## config.mk

```make
export PLATFORM = sky130hd
export DESIGN_NAME = signal_maker_arb
export DESIGN_NICKNAME = d
export VERILOG_FILES = /design/src/rtl/signal_maker_arb_pkg.sv /design/src/rtl/signal_maker_arb_rr_arb2.sv /design/src/rtl/signal_maker_arb.sv
export SDC_FILE = /design/constraint.sdc
export NUM_CORES = 1
export LEC_CHECK = 0
export BUFFER_PORTS_ARGS = -buffer_cell sky130_fd_sc_hd__buf_2
export CAP_MARGIN = 20
export CORE_MARGIN = 2
export CORE_UTILIZATION = 33
export CTS_CLUSTER_SIZE = 8
export DETAILED_ROUTE_END_ITERATION = 10
export GPL_TIMING_DRIVEN = 0
export SYNTH_ARGS = -nofsm -noshare
export SYNTH_HDL_FRONTEND = slang
export SYNTH_HIERARCHICAL = 1
export SYNTH_SLANG_ARGS = --single-unit
```

## constraint.sdc

```tcl
create_clock -name clk -period 2.8 [get_ports clk]
set_clock_uncertainty 0.1 [all_clocks]
set_input_delay 0.56 -clock clk [delete_from_list [all_inputs] [get_ports clk]]
set_output_delay 0.56 -clock clk [all_outputs]
set_load 0.05 [all_outputs]
```

## src/rtl/signal_maker_arb_pkg.sv

```systemverilog
// Shared definitions for the signal maker arbiter: FSM encoding and default sizing.
package signal_maker_arb_pkg;

  typedef enum logic [1:0] {
    ST_IDLE  = 2'd0,
    ST_LOAD  = 2'd1,
    ST_SHIFT = 2'd2,
    ST_GAP   = 2'd3
  } state_t;

  localparam int DEF_SHIFT_LEN = 6;
  localparam int DEF_GAP_LEN   = 1;
  localparam int DEF_PAT_W     = 6;

  function automatic int max3(input int a, input int b, input int c);
    int m;
    m = (a > b) ? a : b;
    return (m > c) ? m : c;
  endfunction

endpackage

```

## src/rtl/signal_maker_arb_rr_arb2.sv

```systemverilog
// Two-input round-robin arbiter; the last-served pointer only moves when upd_en is high.
module rr_arb2 (
  input  logic       clk,
  input  logic       rst,
  input  logic [1:0] req,
  input  logic       upd_en,
  output logic [1:0] gnt,
  output logic       win
);

  logic last_q;
  logic last_d;

  // On a tie the requester that was not served last wins.
  always_comb begin
    win = 1'b0;
    case (req)
      2'b01:   win = 1'b0;
      2'b10:   win = 1'b1;
      2'b11:   win = ~last_q;
      default: win = 1'b0;
    endcase
    gnt    = (req == 2'b00) ? 2'b00 : (win ? 2'b10 : 2'b01);
    last_d = (upd_en && (req != 2'b00)) ? win : last_q;
  end

  // Pointer resets to 1 so requester 0 takes the first tie.
  always_ff @(posedge clk) begin
    if (rst) begin
      last_q <= 1'b1;
    end else begin
      last_q <= last_d;
    end
  end

endmodule

```

## src/rtl/signal_maker_arb.sv

```systemverilog
// Arbitrates two requesters onto a serial signal maker: latch pattern, load, shift, gap.
module signal_maker_arb
  import signal_maker_arb_pkg::*;
#(
  parameter int SHIFT_LEN = DEF_SHIFT_LEN,
  parameter int GAP_LEN   = DEF_GAP_LEN,
  parameter int PAT_W     = DEF_PAT_W
) (
  input  logic             clk,
  input  logic             rst,
  input  logic [1:0]       req,
  input  logic [PAT_W-1:0] pat0,
  input  logic [PAT_W-1:0] pat1,
  output logic [1:0]       gnt,
  output logic             done,
  output logic             busy,
  output logic             owner,
  output logic             sm_load,
  output logic [PAT_W-1:0] sm_din,
  output logic [1:0]       dbg_state
);

  localparam int CNT_MAX = max3(SHIFT_LEN, GAP_LEN, 1);
  localparam int CNT_W   = $clog2(CNT_MAX) + 1;
  localparam logic [CNT_W-1:0] SHIFT_INIT = CNT_W'(SHIFT_LEN - 1);
  localparam logic [CNT_W-1:0] GAP_INIT   = CNT_W'((GAP_LEN > 0) ? GAP_LEN - 1 : 0);

  state_t           state_q, state_d;
  logic [CNT_W-1:0] cnt_q, cnt_d;
  logic [1:0]       gnt_q, gnt_d;
  logic             done_q, done_d;
  logic             busy_q, busy_d;
  logic             owner_q, owner_d;
  logic             sm_load_q, sm_load_d;
  logic [PAT_W-1:0] sm_din_q, sm_din_d;

  logic [1:0] arb_gnt;
  logic       arb_win;
  logic       arb_en;

  assign arb_en = (state_q == ST_IDLE) && (req != 2'b00);

  rr_arb2 u_arb (
    .clk    (clk),
    .rst    (rst),
    .req    (req),
    .upd_en (arb_en),
    .gnt    (arb_gnt),
    .win    (arb_win)
  );

  always_comb begin
    state_d   = state_q;
    cnt_d     = cnt_q;
    owner_d   = owner_q;
    sm_din_d  = sm_din_q;
    gnt_d     = 2'b00;
    sm_load_d = 1'b0;
    case (state_q)
      ST_IDLE: begin
        if (req != 2'b00) begin
          state_d   = ST_LOAD;
          owner_d   = arb_win;
          sm_din_d  = arb_win ? pat1 : pat0;
          gnt_d     = arb_gnt;
          sm_load_d = 1'b1;
        end
      end
      ST_LOAD: begin
        state_d = ST_SHIFT;
        cnt_d   = SHIFT_INIT;
      end
      ST_SHIFT: begin
        if (cnt_q == '0) begin
          if (GAP_LEN > 0) begin
            state_d = ST_GAP;
            cnt_d   = GAP_INIT;
          end else begin
            state_d = ST_IDLE;
            cnt_d   = '0;
          end
        end else begin
          cnt_d = cnt_q - 1'b1;
        end
      end
      ST_GAP: begin
        if (cnt_q == '0) begin
          state_d = ST_IDLE;
        end else begin
          cnt_d = cnt_q - 1'b1;
        end
      end
      default: begin
        state_d = ST_IDLE;
        cnt_d   = '0;
      end
    endcase
    // Outputs are registered, so decode them from the upcoming state.
    done_d = (state_d == ST_SHIFT) && (cnt_d == '0);
    busy_d = (state_d != ST_IDLE);
  end

  always_ff @(posedge clk) begin
    if (rst) begin
      state_q   <= ST_IDLE;
      cnt_q     <= '0;
      gnt_q     <= 2'b00;
      done_q    <= 1'b0;
      busy_q    <= 1'b0;
      owner_q   <= 1'b0;
      sm_load_q <= 1'b0;
      sm_din_q  <= '0;
    end else begin
      state_q   <= state_d;
      cnt_q     <= cnt_d;
      gnt_q     <= gnt_d;
      done_q    <= done_d;
      busy_q    <= busy_d;
      owner_q   <= owner_d;
      sm_load_q <= sm_load_d;
      sm_din_q  <= sm_din_d;
    end
  end

  assign gnt       = gnt_q;
  assign done      = done_q;
  assign busy      = busy_q;
  assign owner     = owner_q;
  assign sm_load   = sm_load_q;
  assign sm_din    = sm_din_q;
  assign dbg_state = state_q;

endmodule

```

* Yosys cells after proc, flatten, opt, wreduce, memory -nomap -nowiden *
Cells that the tools add are included.

word-level totals
  register bits after elaboration = 19
  input port bits = 16
  output and inout port bits = 14
  logic and storage cells = 42

cells by class
  add/sub/neg operators = 1
  equality and inequality tests = 6
  mux-type cells = 11
  bitwise gates (word level) = 3
  reduce and logical (&&, ||, !) cells = 12

operator list
  kind                                              count
  one-hot mux 4 bit (3 select lines)                1
  == test 2 bit, second input constant              5
  zero test 4 bit                                   2
  2-to-1 mux 2 bit                                  4
  2-to-1 mux 4 bit                                  2
  one-hot mux 2 bit (4 select lines)                1
  2-to-1 mux 6 bit                                  1
  zero test 2 bit                                   2
  nonzero test 2 bit                                2
  OR reduction 4 bit                                1
  subtractor 4 x 1 -> 4 bit, second input constant  1
  logical AND 1 bit                                 3
  inverter 1 bit                                    3
  == test 2 x 1 -> 1 bit, second input constant     1
  one-hot mux 1 bit (2 select lines)                1
  AND reduction 2 bit                               1
  OR reduction 2 bit                                1
  2-to-1 mux 1 bit                                  1

* Longest topological paths before layout *
Gate-level depths: netlist of the first run.

  depth in word-level cells = 5
  mapped depth = 8

* Hierarchy *
Netlist of the first run, hierarchy kept.

by module, submodules not included
  module            instances  cells an instance  area an instance (µm²)  seq. area each (µm²)
  signal_maker_arb  1          81                 808.3                   360.3
  rr_arb2           1          8                  68.8                    20.0

* Worst setup path before layout of the first run *
No wires, ideal clock.

  path type = register to register
  start = reg cnt_q[0]
  end = reg done_q (netlist: done)
  arrival = 1.982 ns
  slack = 0.630 ns
  cell stages (with the launch flop) = 8
  period minus slack after synthesis = 2.170 ns
  path through = dfxtp_1 > inv_1 > ha_1 > nor3b_2 > inv_1 > ha_1 > or4b_2 > nor4b_2

on the way
  word-level cells in the longest chain between the ends = 5

RTL lines
  element                                                                                   line                     source
  start: declaration                                                                        signal_maker_arb.sv:29   logic [CNT_W-1:0] cnt_q, cnt_d;
  start signal: assignment                                                                  signal_maker_arb.sv:115  cnt_q <= cnt_d;
  subtractor 4 x 1 -> 4 bit or zero test 4 bit (tied branches)                              n/a
  2-to-1 mux 4 bit, or another cell as far along                                            signal_maker_arb.sv:87   if (cnt_q == '0) begin
  one-hot mux 4 bit (3 select lines) or one-hot mux 2 bit (4 select lines) (tied branches)  signal_maker_arb.sv:59   case (state_q)
  zero test 4 bit or == test 2 bit (tied branches)                                          signal_maker_arb.sv:99   done_d = (state_d == ST_SHIFT) && (cnt_d == '0);
  logical AND 1 bit *                                                                       signal_maker_arb.sv:99
  end signal: assignment                                                                    signal_maker_arb.sv:117  done_q <= done_d;
  end: declaration                                                                          signal_maker_arb.sv:31   logic done_q, done_d;

Mark *: on every way between the ends. The rest lies on a longest branch, timed or not.
A chain may end at the register's enable or synchronous reset.

* Worst setup path after layout of the first run *
Same ends and word-level chain as after synthesis.

==> summary.txt, run 1 <==
Outcome
  – Status: complete, no violations

Hold path
  – Min-delay worst type: reg -> reg

Synthesis
  – Combinational family with the most area after synthesis: simple AND/OR/NAND/NOR gates
  – Post-synth EDFFs: 0
  – Adder-cell share of the synthesized area: between 2 and 3%
  – Mux cell area share after synthesis: 7.99%
  – Synthesized area: slightly below 900 um^2
  – Complex-gate fraction of the synthesized area: 16.8%
  – Simple-gate area share of the yosys netlist: about a fifth
  – XOR/XNOR Fraction of Synth Area: 2.00%
  – Mean Syn Cell Area: 9.85 um^2
  – Sequential fraction of the synthesis area: 43.4%
  – Post-synth top area share: 43.4%
  – Post-synth net total: roughly 110
  – Synthesized flop and latch total: 19
  – Main flop type after synthesis: dfxtp_1
  – Netlist cell types: 32
  – Post-Syn Instances: about 90
  – Area leader, netlist: dfxtp_1
  – Largest cells by area after synthesis: dfxtp_1, mux2i_1, a211oi_1, nor2_1, a21boi_0
  – Fraction of registers with async set/reset: 0%
  – Synthesis warning total: 6

Power
  – PD cells: ~750 mW/mm^2
  – Peak VDD IR: 0.000365 V
  – Pleak: between 0.0004 and 0.0005 uW

Detailed routing
  – Iter 0 DRT Violations: 4
  – Number of remaining DRC errors: 0
  – Via Count: around 730
  – DRT antenna net count: 0
  – Router iterations before antenna repair: 3
  – Detailed Route WL: about 1800 um
  – WL/cell: roughly 12 um
  – DR vias/cell: just under 5

CTS
  – # hold bufs at CTS: 0
  – H-tree depth: 1
  – Post-CTS Setup Bufs: 0
  – CTS tree: done
  – CTS resizes: 0
  – Clk_lat worst skew: 0.29 ns
  – CTS Sinks: 19
  – CTS buffer count: 3
  – Clock-pin transition on the worst setup and hold timing paths: 0.11 ns
  – Clock buffer depth: 2
  – CTS Root Cell: clkbuf_4

Setup path
  – Critical path class: reg -> reg
  – Crit Path Max Fanout: 5
  – Crit start category: flop
  – CP endpoint kind: flop
  – Worst path arrival time: 2.51 ns
  – CP required: a little under 3 ns

Timing
  – Fmax: roughly 420 MHz
  – Final setup fails: 0
  – RSZ-0062 raised after global routing: no
  – Final Max Slew Viols: 0
  – Least-Margin Pin Slew: around 0.47 ns
  – Post-layout min period: 2.39 ns
  – Final Cycle Share: a little under nine tenths
  – Final-report hold violation count: 0
  – Headroom to the max-slew limit: between 60% and 70%
  – Setup TNS: 0 ns

Finish
  – Area of the multi-input gates: ~440 um^2
  – NumNets Final: roughly 140
  – Share of layout cells above drive strength 1: 35.2%
  – Design Area, Final: ~0.0011 mm^2
  – Seq. cell area: ~380 um^2
  – Area grow syn2layout: 23.8%
  – N_diodes: 0
  – Fillers: around 250

GRT
  – Grt met3 use: between 2 and 3%
  – First-pass GRT wire length: 3050 um
  – GR Util met1: between 10% and 20%
  – Gr usage total: about an eighth
  – Vias in the first global route: between 700 and 800
  – Initial antenna violation count: 0
  – Most used routing layer: met2
  – GR Util met2: 19.4%
  – Grt ovf: 0
  – Largest net degree at the start of global routing: 12

Run
  – Max-Cap Viols: 0

Placed design
  – Global placement routability congestion: between 0.7 and 0.8
  – HPWL reported at the end of detailed placement: around 1300 um
  – Placed Area: between 0.001 and 0.0015 mm^2
  – Port Buffer Count: 29

Floorplan
  – Die Area: roughly 0.0031 mm^2
  – Std cell rows: 18
  – Initial Util: between 30% and 40%
  – Die X: about 56 um
  – Core area: 0.00250 mm^2
  – Ports: 30
  – Die Y: around 56 um
registers in the layout, summed over array words and instances (netlist names):
register,count
cnt_q,4
gnt,2
busy,1
u_arb/last_q,1
owner,1
dbg_state,2
sm_load,1
sm_din,6
done,1
where the power goes:
part           total, uW  switching, uW  internal, uW  leakage (uW)
Clock                140           84.8          55.4     0.0000150
Combinational        343            230           114      0.000328
Sequential           333           22.8           311      0.000157
final cells by class:
cell class	count	share of cell area [%]
sequential	19	35.0
inverter	6	2.07
multi-input combinational	59	40.4
tap	30	3.46
timing repair buffer	29	13.4
clock buffer	4	2.42
buffer	5	3.23
cells in the final DEF (no fill, tap or decap), drive strengths merged:
master / Yosys / layout
o31ai: 1 / 1
and2: 2 / 2
a21oi: 3 / 3
buf: 4 / 33
a21boi: 4 / 4
nor2b: 2 / 2
clkbuf: 1 / 5
and4: 1 / 1
nor4b: 1 / 1
ha: 2 / 2
nand4b: 1 / 1
nor3b: 2 / 2
nor2: 10 / 10
or4b: 2 / 2
o21ai: 1 / 1
a211oi: 7 / 7
a31oi: 2 / 2
xor2: 2 / 2
a221oi: 1 / 1
nand3: 1 / 1
dfxtp: 19 / 19
nand2b: 1 / 1
nand2: 4 / 4
mux2i: 7 / 7
and3: 1 / 1
o21bai: 1 / 1
inv: 6 / 6
stage by stage:
step	utilization, %	setup slack (ns)	instances	hold slack (ns)	power [uW]
after global placement	42.4	0.454	148	0.343	677
after detailed placement	42.4	0.427	148	0.350	685
after global routing	43.4	0.292	152	0.395	874
final	43.4	0.412	152	0.370	817
after floorplan	-	0.630	89	0.392	607
after CTS	43.4	0.395	152	0.368	830
routing by layer:
metal	wire, um	part of all wire (%)	vias up
met5	0	0	-
met4	10	0.56	0
met3	102	5.7	2
met2	794	44	20
met1	887	49	327
li1	-	-	383
synthesized netlist by cell type (2+ instances only):
master	number
dfxtp_1	19
nor2_1	9
a211oi_1	7
mux2i_1	7
inv_1	6
a21boi_0	4
nand2_1	4
a21oi_1	3
a31oi_1	2
and2_1	2
buf_6	2
ha_1	2
nor2b_1	2
xor2_1	2
worst max-delay path, stage by stage (launching register included):
cell,delay (ns)
dfxtp_1,0.33
inv_1,0.10
ha_1,0.27
nor3b_2,0.38
inv_1,0.08
ha_1,0.20
or4b_2,0.64
nor4b_2,0.21
cell families after synthesis:
| kind of cell | count (synthesis) |
|---|---|
| and+or+nand+nor | 28 |
| AOI/OAI and AO/OA | 20 |
| DFF | 19 |
| buffers and inverters | 11 |
| muxes | 7 |
| xor gates and xnor gates | 2 |
| adders and majority gates | 2 |
path summary, 6_finish.rpt:
path	to	slack [ns]	depth (start not counted)	startpoint
worst max-delay path	done$_SDFF_PP0_	0.41	7	cnt_q[0]$_SDFF_PP0_
worst min-delay path	owner$_SDFFE_PP0P_	0.37	2	owner$_SDFFE_PP0P_
worst max register to register	done$_SDFF_PP0_	0.41	7	cnt_q[0]$_SDFF_PP0_
worst min register to register	owner$_SDFFE_PP0P_	0.37	2	owner$_SDFFE_PP0P_
No activity file was read; power rests on OpenSTA's default activity.
==> run 2, diff against run 1 <==
- CORE_UTILIZATION: 33 -> 40
- PLACE_DENSITY: not set -> 0.66
==> summary.txt, run 2 (synthesis gave the netlist of run 1 again) <==
Outcome
  – Status: complete, no violations

Setup path
  – FF-to-FF path depth: 7 (unchanged)
  – Critical path class: reg -> reg
  – Reg2reg start: cnt_q[0]$_SDFF_PP0_
  – Crit path max-delay family: simple AND/OR/NAND/NOR gates
  – CP endpoint kind: flop
  – Reg2reg end: done$_SDFF_PP0_
  – Slowest stage delay, CP: 0.65 ns (about the same)
  – Crit Path Max Fanout: 5 (unchanged)
  – Slowest cell on crit path: or4b_2
  – CP required: 2.94 ns (+0.02 ns)
  – Critical path, cell by cell: inv_1, ha_1, nor3b_2, inv_1, ha_1, or4b_2, nor4b_2
  – Crit start category: flop
  – Worst path arrival time: 2.51 ns (about the same)
  – Worst R2R Setup Slack: 0.43 ns (+0.02 ns)
  – Buf/Inv on CP: 2 (unchanged)

Detailed routing
  – Via Count: 734 (+0.27%)
  – WL/cell: 11.5 um (-2.4%)
  – DRT antenna net count: 0 (unchanged)
  – DR vias/cell: 4.93 (+2.3%)
  – Detailed Route WL: 1720 um (-4.3%)
  – Number of remaining DRC errors: 0 (unchanged)
  – Iter 0 DRT Violations: 3 (-1)
  – Router iterations before antenna repair: 4 (+1)

GRT
  – Vias in the first global route: 637 (-9.4%)
  – First-pass GRT wire length: 2810 um (-7.9%)
  – Grt ovf: 0 (unchanged)
  – Initial antenna violation count: 0 (unchanged)
  – Largest net degree at the start of global routing: 12 (unchanged)
  – Gr usage total: 14.5% (+2.3 points)

Hold path
  – Min-delay worst type: in -> reg
  – Hold Startpoint: rst
  – WHS Endpoint: cnt_q[3]$_SDFF_PP0_
  – Hold Crit Depth: 2 (unchanged)

Timing
  – Headroom to the max-slew limit: 66.2% (-2.5 points)
  – Fmax: 422 MHz (+0.68%)
  – Final-report hold violation count: 0 (unchanged)
  – Final setup fails: 0 (unchanged)
  – Setup TNS: 0 ns (unchanged)
  – Final Max Slew Viols: 0 (unchanged)
  – RSZ-0062 raised after global routing: no
  – Least-Margin Pin Slew: 0.507 ns (+0.0382 ns)
  – Post-layout min period: 2.37 ns (-0.0162 ns)
  – Final worst slack: 0.428 ns (+0.0162 ns)
  – Final Cycle Share: 84.7% (-0.58 points)

CTS
  – CTS tree: done
  – Clock-pin transition on the worst setup and hold timing paths: 0.12 ns (about the same)
  – CTS Sinks: 19 (unchanged)
  – Post-CTS Setup Bufs: 0 (unchanged)
  – Clock buffer depth: 2 (unchanged)
  – CTS buffer count: 3 (unchanged)
  – # hold bufs at CTS: 0 (unchanged)
  – CTS resizes: 0 (unchanged)
  – CTS Root Cell: clkbuf_4
  – H-tree depth: 1 (unchanged)
  – Clk_lat worst skew: 0.31 ns (+0.02 ns)

Finish
  – Most frequent cells in the layout: buf_2, dfxtp_1, nor2_1
  – Share of layout cells above drive strength 1: 36.1% (+0.82 points)
  – Most common cell after layout, fill and taps aside: buf_2
  – Largest register FFs: 6 (unchanged)
  – Design Area, Final: 0.00108 mm^2 (-0.23%)
  – Area grow syn2layout: 23.5%
  – N_diodes: 0 (unchanged)
  – Final non-filler cell total: 149 (-2.0%)
  – NumNets Final: 141 (unchanged)

Floorplan
  – Core area: 0.00202 mm^2 (-19%)
  – Std cell rows: 16 (-2)
  – Die X: 50.8 um (-8.5%)
  – Initial Util: 43.4% (+8.3 points)
  – Ports: 30 (unchanged)
  – Die Y: 50.8 um (-8.5%)
  – Die Area: 0.00258 mm^2 (-16%)

Placed design
  – Placed Cells: 145 (-2.0%)
  – Placed Area: 0.00106 mm^2 (-0.35%)
  – Global placement routability congestion: 0.847 (+9.5%)
  – Worst slack, placed: 0.454 ns (+0.0271 ns)
  – Port Buffer Count: 29 (unchanged)
  – HPWL reported at the end of detailed placement: 1260 um (-5.7%)

Run
  – Max-Cap Viols: 0 (unchanged)

Power
  – Peak VDD IR: 0.000337 V (-7.5%)
  – Pleak: 0.000502 uW (+0.55%)
  – PD cells: 756 mW/mm^2 (+0.48%)
  – Total power: 819 uW (+0.25%)
run 2: changes by cell type in the layout (fill, tap and decap cells not counted):
| cell | before | now |
|---|---|---|
| clkbuf_1 | 2 | 1 |
| clkinv_2 | 0 | 1 |
run 2: layout make-up:
| cell class | count | area, um^2 |
|---|---|---|
| clock buffer | 3 | 22.5 |
| sequential | 19 | 380 |
| fill | 193 | 938 |
| clock inverter | 1 | 5.00 |
| timing repair buffer | 29 | 145 |
| inverter | 6 | 22.5 |
| tap | 27 | 33.8 |
| multi-input combinational | 59 | 439 |
| buffer | 5 | 35.0 |
run 2: metal layers:
layer	global-route usage, %	share of wire, %	vias up
met5	0	0	-
met4	8.11	2.3	0
met3	2.34	5.8	5
met2	23.0	44	28
met1	18.9	48	323
li1	-	-	378
run 2: worst reg2reg max path: stages, from the launching register on:
cell,delay [ns]
dfxtp_1,0.33
inv_1,0.09
ha_1,0.26
nor3b_2,0.36
inv_1,0.09
ha_1,0.20
or4b_2,0.65
nor4b_2,0.21
run 2: metrics by stage:
step | hold slack [ns] | utilization (%)
after global placement | 0.343 | 52.2
after CTS | 0.390 | 53.6
after floorplan | 0.392 | -
after detailed placement | 0.370 | 52.2
after global routing | 0.388 | 53.6
final | 0.386 | 53.6
run 2: report_power, final:
group / total [uW] / switching, uW / leakage [uW] / internal [uW]
Sequential: 333 / 22.3 / 0.000157 / 311
Combinational: 342 / 229 / 0.000328 / 113
Clock: 144 / 90.8 / 0.0000177 / 53.4
run 2: how the worst max path moves through the flow:
stage	start	to	slack, ns	depth (start not counted)
global placement	cnt_q[0]$_SDFF_PP0_	done$_SDFF_PP0_	0.45	7
CTS	cnt_q[0]$_SDFF_PP0_	done$_SDFF_PP0_	0.43	7
floorplan	cnt_q[0]$_SDFF_PP0_	done$_SDFF_PP0_	0.63	7
global route	cnt_q[0]$_SDFF_PP0_	done$_SDFF_PP0_	0.25	7
finish	cnt_q[0]$_SDFF_PP0_	done$_SDFF_PP0_	0.43	7
detailed placement	cnt_q[0]$_SDFF_PP0_	done$_SDFF_PP0_	0.45	7
